==> config.mk <==
export PLATFORM = sky130hd
export DESIGN_NAME = mul32_seq
export DESIGN_NICKNAME = d
export VERILOG_FILES = /design/src/rtl/mul32_pkg.sv /design/src/rtl/add32.sv /design/src/rtl/mul32_seq.sv
export SDC_FILE = /design/constraint.sdc
export NUM_CORES = 1
export LEC_CHECK = 0
export BUFFER_PORTS_ARGS = -buffer_cell sky130_fd_sc_hd__buf_2
export CAP_MARGIN = 20
export CORE_MARGIN = 1.5
export CORE_UTILIZATION = 45
export CTS_BUF_LIST = sky130_fd_sc_hd__clkbuf_8
export DETAILED_ROUTE_END_ITERATION = 12
export GPL_TIMING_DRIVEN = 1
export PLACE_DENSITY_LB_ADDON = 0.15
export RECOVER_POWER = 100
export SYNTH_ARGS = -nofsm -noshare
export SYNTH_HDL_FRONTEND = slang
export SYNTH_HIERARCHICAL = 1
export SYNTH_SLANG_ARGS = --single-unit
==> constraint.sdc <==
create_clock -name in_clk -period 4.2 [get_ports in_clk]
set_clock_uncertainty 0.05 [all_clocks]
set_input_delay 0.84 -clock in_clk [delete_from_list [all_inputs] [get_ports in_clk]]
set_output_delay 0.84 -clock in_clk [all_outputs]
set_load 0.02 [all_outputs]
==> src/rtl/mul32_pkg.sv <==
// Shared constants for the sequential 32x32 multiplier.
package mul32_pkg;

    // FSM state encoding
    localparam logic [1:0] ST_IDLE = 2'd0;
    localparam logic [1:0] ST_RUN  = 2'd1;
    localparam logic [1:0] ST_DONE = 2'd2;

    // Iteration count and counter width
    localparam int MUL_STEPS = 32;
    localparam int MUL_CNT_W = 5;

    // Count value on which the final shift-and-add step happens
    localparam logic [MUL_CNT_W-1:0] MUL_LAST = MUL_CNT_W'(MUL_STEPS - 1);

endpackage

==> src/rtl/add32.sv <==
// 32-bit ripple adder with carry-in, carry-out and signed overflow flag.
module add32 (
    input  logic [31:0] in_data0,
    input  logic [31:0] in_data1,
    input  logic        in_carry,
    output logic [31:0] out_sum,
    output logic        out_carry,
    output logic        out_overflow
);

    logic [32:0] full_sum;

    // 33-bit sum; overflow is set when like-signed operands give an unlike-signed sum
    always_comb begin
        full_sum     = {1'b0, in_data0} + {1'b0, in_data1} + {32'd0, in_carry};
        out_sum      = full_sum[31:0];
        out_carry    = full_sum[32];
        out_overflow = (in_data0[31] == in_data1[31]) && (full_sum[31] != in_data0[31]);
    end

endmodule

==> src/rtl/mul32_seq.sv <==
// Sequential unsigned 32x32->64 shift-and-add multiplier sharing one add32.
module mul32_seq
    import mul32_pkg::*;
(
    input  logic        in_clk,
    input  logic        in_reset,
    input  logic        in_start,
    input  logic [31:0] in_data0,
    input  logic [31:0] in_data1,
    input  logic        in_ack,
    output logic        out_ready,
    output logic        out_busy,
    output logic        out_valid,
    output logic [31:0] out_lo,
    output logic [31:0] out_hi
);

    logic [1:0]           state_q, state_d;
    logic [31:0]          mcand_q, mcand_d;
    logic [31:0]          hi_q, hi_d;
    logic [31:0]          lo_q, lo_d;
    logic [MUL_CNT_W-1:0] cnt_q, cnt_d;

    logic [31:0] addend;
    logic [31:0] sum;
    logic        carry;
    logic        ovf_unused;

    // Partial-product selection: add the multiplicand only when the current multiplier bit is set
    always_comb begin
        addend = lo_q[0] ? mcand_q : 32'd0;
    end

    add32 u_add32 (
        .in_data0     (hi_q),
        .in_data1     (addend),
        .in_carry     (1'b0),
        .out_sum      (sum),
        .out_carry    (carry),
        .out_overflow (ovf_unused)
    );

    // Next-state and datapath update: accept in IDLE, one shift-add step per RUN cycle, hold in DONE
    always_comb begin
        state_d = state_q;
        mcand_d = mcand_q;
        hi_d    = hi_q;
        lo_d    = lo_q;
        cnt_d   = cnt_q;
        case (state_q)
            ST_IDLE: begin
                if (in_start) begin
                    mcand_d = in_data0;
                    lo_d    = in_data1;
                    hi_d    = 32'd0;
                    cnt_d   = '0;
                    state_d = ST_RUN;
                end
            end
            ST_RUN: begin
                // {carry, sum, lo} shifted right by one; the consumed multiplier bit drops out
                hi_d  = {carry, sum[31:1]};
                lo_d  = {sum[0], lo_q[31:1]};
                cnt_d = cnt_q + 1'b1;
                if (cnt_q == MUL_LAST) begin
                    state_d = ST_DONE;
                end
            end
            ST_DONE: begin
                // A start in the same cycle as the ack is deliberately dropped
                if (in_ack) begin
                    state_d = ST_IDLE;
                end
            end
            default: begin
                state_d = ST_IDLE;
            end
        endcase
    end

    // State and datapath registers with synchronous reset
    always_ff @(posedge in_clk) begin
        if (in_reset) begin
            state_q <= ST_IDLE;
            mcand_q <= 32'd0;
            hi_q    <= 32'd0;
            lo_q    <= 32'd0;
            cnt_q   <= '0;
        end else begin
            state_q <= state_d;
            mcand_q <= mcand_d;
            hi_q    <= hi_d;
            lo_q    <= lo_d;
            cnt_q   <= cnt_d;
        end
    end

    // Outputs are pure state decodes or direct register taps
    always_comb begin
        out_ready = (state_q == ST_IDLE);
        out_busy  = (state_q == ST_RUN);
        out_valid = (state_q == ST_DONE);
        out_hi    = hi_q;
        out_lo    = lo_q;
    end

endmodule

==> flow_summary.json, run 1 <==
{
  "max_freq_mhz": 286,
  "layout-drive-gt1-share_pct": 10.9,
  "maxSlewHeadroom_pct": 2.00,
  "netlist_area_um2": 5900,
  "io_buffer_count": 134,
  "firstDrtPassIters": 5,
  "antenna_found_initial": 0,
  "clockRootBuffer": "clkbuf_8",
  "slowest_delay_ps": 460,
  "htree_levels": 3,
  "min_period_ps": 3500,
  "drtIter0Drc": 286,
  "status": "completed",
  "p_total_uw": 2070,
  "irDropWorstVdd_mv": 0.272,
  "syn_inst": 770,
  "syn_to_final_growth_pct": 13.1,
  "worst_hold_path_type": "flop to flop",
  "grt_pass1_wl_um": 25700,
  "p_leak_uw": 0.00282,
  "route.detailed.drc": 0,
  "drt-wirelength-per-cell_um": 14.6,
  "antenna_left": 0,
  "ctsHoldBuffers": 0,
  "p_per_area_nw_per_um2": 310,
  "gp_congestion": 0.871,
  "timing.rr.start": "mcand_q[0]$_SDFFE_PP0P_",
  "die_h_um": 117,
  "placementRows": 41,
  "final_core_util_pct": 52.4,
  "tritoncts_num_sinks": 103,
  "ctsLongestPathBuffers": 2,
  "cp_max_fo": 3,
  "syn_nets": 873,
  "crit_path_start_kind": "flop",
  "worstSetupEndpoint": "out_hi[17]$_SDFFE_PP0P_",
  "crit_type": "flop to flop",
  "yosys_warnings": 6,
  "cts-resized-gates": 0,
  "clk_pin_slew_worst_paths_ps": 90,
  "die_w_um": 117,
  "cts_tree": "built",
  "vias_per_cell": 5.39,
  "grt_overflow_total": 0,
  "hold_viol_final": 0,
  "cap_violations": 0,
  "hpwl_um": 10600,
  "fp.coreArea_um2": 12700,
  "fin_nets": 970,
  "syn-mean-instance-area_um2": 7.66,
  "vias": 5612,
  "critical_path_required_ps": 4450,
  "grt_pass1_vias": 5323,
  "grt_max_degree": 70,
  "num_io_pins": 135,
  "ff2ff_path_depth": 12,
  "grt_usage_pct": 22.3,
  "dieArea_um2": 13800,
  "slew_viol_final": 0,
  "cp-startpoint": "mcand_q[0]$_SDFFE_PP0P_",
  "worst_pin_slew_ps": 1470,
  "path_cells": "and2_0 > fa_1 > fa_1 > a21o_1 > a221oi_1 > or3_1 > a21boi_0 > and2_0 > o41ai_1 > xnor2_1 > nand2_1 > a21oi_1",
  "start_util_pct": 46.4,
  "setup_viol": 0,
  "cts_buffers": 9,
  "wl_um": 15200,
  "critPathSlowestCell": "fa_1",
  "setup_tns_ps": 0,
  "arrival_ps": 3750,
  "postCtsSetupRepairBufs": 0,
  "end_kind": "flop",
  "rsz0062_at_grt": "no",
  "finalCritPeriodShare_pct": 83.4,
  "antennaDiodeCount": 0,
  "rrSetupSlack_ps": 700,
  "worstSkewPairLatency_ps": 380,
  "r2r_end": "out_hi[17]$_SDFFE_PP0P_"
}
[worst min-delay path by stage]
stage	start	end	slack, ps	depth (start not counted)
5_1_grt	mcand_q[21]$_SDFFE_PP0P_	mcand_q[21]$_SDFFE_PP0P_	430	2
2_1_floorplan	mcand_q[0]$_SDFFE_PP0P_	mcand_q[0]$_SDFFE_PP0P_	380	2
6_report	mcand_q[30]$_SDFFE_PP0P_	mcand_q[30]$_SDFFE_PP0P_	400	2
4_1_cts	mcand_q[27]$_SDFFE_PP0P_	mcand_q[27]$_SDFFE_PP0P_	410	2
3_5_place_dp	mcand_q[27]$_SDFFE_PP0P_	mcand_q[27]$_SDFFE_PP0P_	390	2
3_3_place_gp	mcand_q[30]$_SDFFE_PP0P_	mcand_q[30]$_SDFFE_PP0P_	390	2
[flip-flops by register name, indices dropped and copies added (netlist names)]
signal and cells:
out_hi 32, out_lo 32, state_q 2, mcand_q 32, cnt_q 5
[final cells by class]
| type | count | area (um^2) |
|---|---|---|
| fill | 1338 | 6050 |
| multi-input combinational | 603 | 3510 |
| sequential | 103 | 2060 |
| timing repair buffer | 141 | 644 |
| tap | 172 | 215 |
| clock buffer | 9 | 124 |
| clock inverter | 5 | 85.1 |
| inverter | 9 | 33.8 |
[cell usage in the layout (no fill, tap or decap), types with 32 or more instances in the layout]
cell,n
dfxtp_1,103
nand3_1,43
nor2_1,50
nand2_1,186
buf_2,67
ha_1,33
clkbuf_1,69
and2_1,32
a21oi_1,93
a311oi_1,34
[stage by stage]
step	instance area [um^2]	worst slack (ps)	hold WS [ps]	cells
3_5_place_dp	6580	892	392	1028
2_1_floorplan	5900	943	382	770
3_3_place_gp	6580	962	389	1028
6_report	6670	698	404	1042
5_1_grt	6670	437	429	1042
4_1_cts	6790	861	405	1042
[worst max-delay path, delay by kind of cell, from the launching register on]
family | cells | cell delay (ps)
xor gates and xnor gates | 1 | 160
AOI/OAI and AO/OA | 5 | 1290
and+or+nand+nor | 4 | 720
adders and majority gates | 2 | 890
DFF | 1 | 320
[routing by layer]
layer,vias to the layer above,wire [um],share of wire (%),global-route usage (%)
li1,2859,-,-,-
met1,2628,7340,48,29.0
met2,116,7020,46,37.2
met3,9,713,4.7,5.96
met4,0,139,0.91,4.88
met5,-,0,0,0
[where the power goes]
group | internal, uW | leakage [uW] | switching, uW
clock | 331 | 0.000101 | 348
sequential | 1030 | 0.000844 | 35.2
combinational | 104 | 0.00188 | 220
total | 1460 | 0.00282 | 603
Power figures use the tool's default switching activity.
==> run 2: changes to the inputs <==
--- a/config.mk
+++ b/config.mk
@@ -5,6 +5,7 @@
 export SDC_FILE = /design/constraint.sdc
 export NUM_CORES = 1
 export LEC_CHECK = 0
+export ABC_AREA = 1
 export BUFFER_PORTS_ARGS = -buffer_cell sky130_fd_sc_hd__buf_2
 export CAP_MARGIN = 20
 export CORE_MARGIN = 1.5
==> constraint.sdc (replaced) <==
create_clock -name in_clk -period 3.3 [get_ports in_clk]
set_clock_uncertainty 0.05 [all_clocks]
set_input_delay 0.66 -clock in_clk [delete_from_list [all_inputs] [get_ports in_clk]]
set_output_delay 0.66 -clock in_clk [all_outputs]
set_load 0.02 [all_outputs]
==> run 2 against run 1 <==
  * Combinational power up 43%
  * Sequential power rose by 30%
  * Sequential share of layout area shrank 2.6 points
  * Synthesized area rose by 9.5%
==> flow_summary.json, run 2 <==
{
  "regArea_um2": 2060,
  "rrSetupSlack_ps": 410,
  "max_freq_mhz": 346,
  "netlist_area_um2": 6460,
  "total_switching_power_uw": 889,
  "cts_tree": "built",
  "nFillCells": 1560,
  "multiInputGateArea_um2": 3770,
  "whs_path_depth": 2,
  "pwr-share-clk_pct": 30.4,
  "p_total_uw": 2660,
  "postCtsSetupRepairBufs": 0,
  "wl_um": 18100,
  "drt-wirelength-per-cell_um": 13.4,
  "r2r_end": "out_hi[21]$_SDFFE_PP0P_",
  "cts_buffers": 9,
  "finalNonFillerCells": 1350,
  "io_buffer_count": 134,
  "fin_nets": 1266,
  "arrival_ps": 3170,
  "vias": 6611,
  "antenna_found_initial": 1,
  "setup_viol": 0,
  "worst_hold_path_type": "flop to flop",
  "cap_violations": 0,
  "clockRootBuffer": "clkbuf_8",
  "p_int_uw": 1770,
  "final_common_cell": "nand2_1",
  "dieArea_um2": 15100,
  "clk_pin_slew_worst_paths_ps": 110,
  "status": "completed",
  "vias_per_cell": 4.90,
  "final_cell_mix": "352 x nand2_1, 183 x nor2_1, 104 x inv_1, 103 x dfxtp_1, 70 x a21oi_1",
  "syn-mean-instance-area_um2": 6.13,
  "irDropWorstVdd_mv": 0.288,
  "antenna_left": 0,
  "worst_hold_slack_ps": 434,
  "fp.coreArea_um2": 13900,
  "htree_levels": 3,
  "hold_viol_final": 0,
  "worstSkewPairLatency_ps": 400,
  "start_util_pct": 46.3,
  "grt_max_degree": 70,
  "ctsLongestPathBuffers": 2,
  "die_h_um": 123,
  "layout-drive-gt1-share_pct": 8.56,
  "die_w_um": 123,
  "tritoncts_num_sinks": 103,
  "timing.rr.start": "out_lo[0]$_SDFFE_PP0P_",
  "grt_pass1_wl_um": 30400,
  "placedCellCount": 1332,
  "gp_congestion": 0.915,
  "maxSlewHeadroom_pct": 17.2,
  "syn_to_final_growth_pct": 12.8,
  "hold_end": "cnt_q[4]$_SDFFE_PP0P_",
  "p_per_area_nw_per_um2": 365,
  "cts-resized-gates": 0,
  "finalCritPeriodShare_pct": 87.5,
  "seqPwrFrac_pct": 52.0,
  "worst_pin_slew_ps": 1240,
  "cp_max_fo": 18,
  "placementRows": 43,
  "drtIter0Drc": 371,
  "grt_pass1_vias": 6335,
  "slew_viol_final": 0,
  "crit_type": "flop to flop",
  "ctsHoldBuffers": 0,
  "end_kind": "flop",
  "setup_tns_ps": 0,
  "syn_inst": 1054,
  "p_leak_uw": 0.00379,
  "grt_usage_pct": 25.4,
  "rsz0062_at_grt": "no",
  "firstDrtPassIters": 4,
  "yosys_warnings": 6,
  "critical_path_required_ps": 3580,
  "crit_path_start_kind": "flop",
  "route.detailed.drc": 0,
  "ff2ff_path_depth": 15,
  "combPwrFrac_pct": 17.6,
  "hold_path_startpoint": "cnt_q[4]$_SDFFE_PP0P_",
  "num_io_pins": 135,
  "hpwl_um": 13000,
  "syn_nets": 1157,
  "min_period_ps": 2890,
  "grt_overflow_total": 0,
  "switching_share_pct": 33.5
}
run 2: through the flow:
stage / util (%) / area [um^2] / worst slack [ps]
finish: 52.2 / 7280 / 412
global route: 52.2 / 7270 / 116
CTS: 53.1 / 7390 / 485
detailed placement: 51.7 / 7200 / 530
global placement: 51.7 / 7200 / 578
floorplan: - / 6460 / 641
run 2: per-layer routing:
layer,track usage (%),up-vias,wire length [um]
met5,0,-,0
met4,7.41,0,295
li1,-,3513,-
met3,6.74,19,1150
met1,33.0,2931,8550
met2,41.4,148,8100
run 2: worst max-delay path by stage:
stage	start	endpoint	slack [ps]	cells past startpoint
after floorplan	out_lo[0]$_SDFFE_PP0P_	out_hi[25]$_SDFFE_PP0P_	640	18
after global placement	out_lo[0]$_SDFFE_PP0P_	out_hi[28]$_SDFFE_PP0P_	580	15
after detailed placement	out_lo[0]$_SDFFE_PP0P_	out_hi[28]$_SDFFE_PP0P_	530	15
after CTS	out_lo[0]$_SDFFE_PP0P_	out_hi[28]$_SDFFE_PP0P_	480	15
after global routing	out_lo[0]$_SDFFE_PP0P_	out_hi[28]$_SDFFE_PP0P_	120	15
final	out_lo[0]$_SDFFE_PP0P_	out_hi[21]$_SDFFE_PP0P_	410	15
run 2: power by group through the flow:
| stage | logic, uW | registers [uW] | clock network [uW] |
|---|---|---|---|
| 6_report | 466 | 1380 | 808 |
| 5_1_grt | 530 | 1390 | 871 |
| 4_1_cts | 484 | 1380 | 825 |
| 3_5_place_dp | 483 | 1410 | 0 |
| 3_3_place_gp | 481 | 1410 | 0 |
| 2_1_floorplan | 291 | 1440 | 0 |
run 2: layout make-up:
type                       count  share of cell area (%)
multi-input combinational    804                    51.8
sequential                   103                    28.3
timing repair buffer         139                    8.58
inverter                     106                    5.47
tap                          180                    3.09
clock buffer                   9                    1.70
clock inverter                 7                   0.945
antenna                        2                  0.0688
run 2: worst max-delay path, cell delays in order (launching register included):
cell	delay, ps
dfxtp_1	500
nand2_1	130
inv_1	60
fa_1	490
fa_1	460
nand3_1	110
nand2_1	120
nand2_1	90
nand2_1	100
nand3_1	100
nand2_1	120
nand2_1	120
nand3_1	70
nand2_1	70
nand2_1	50
a21oi_1	170
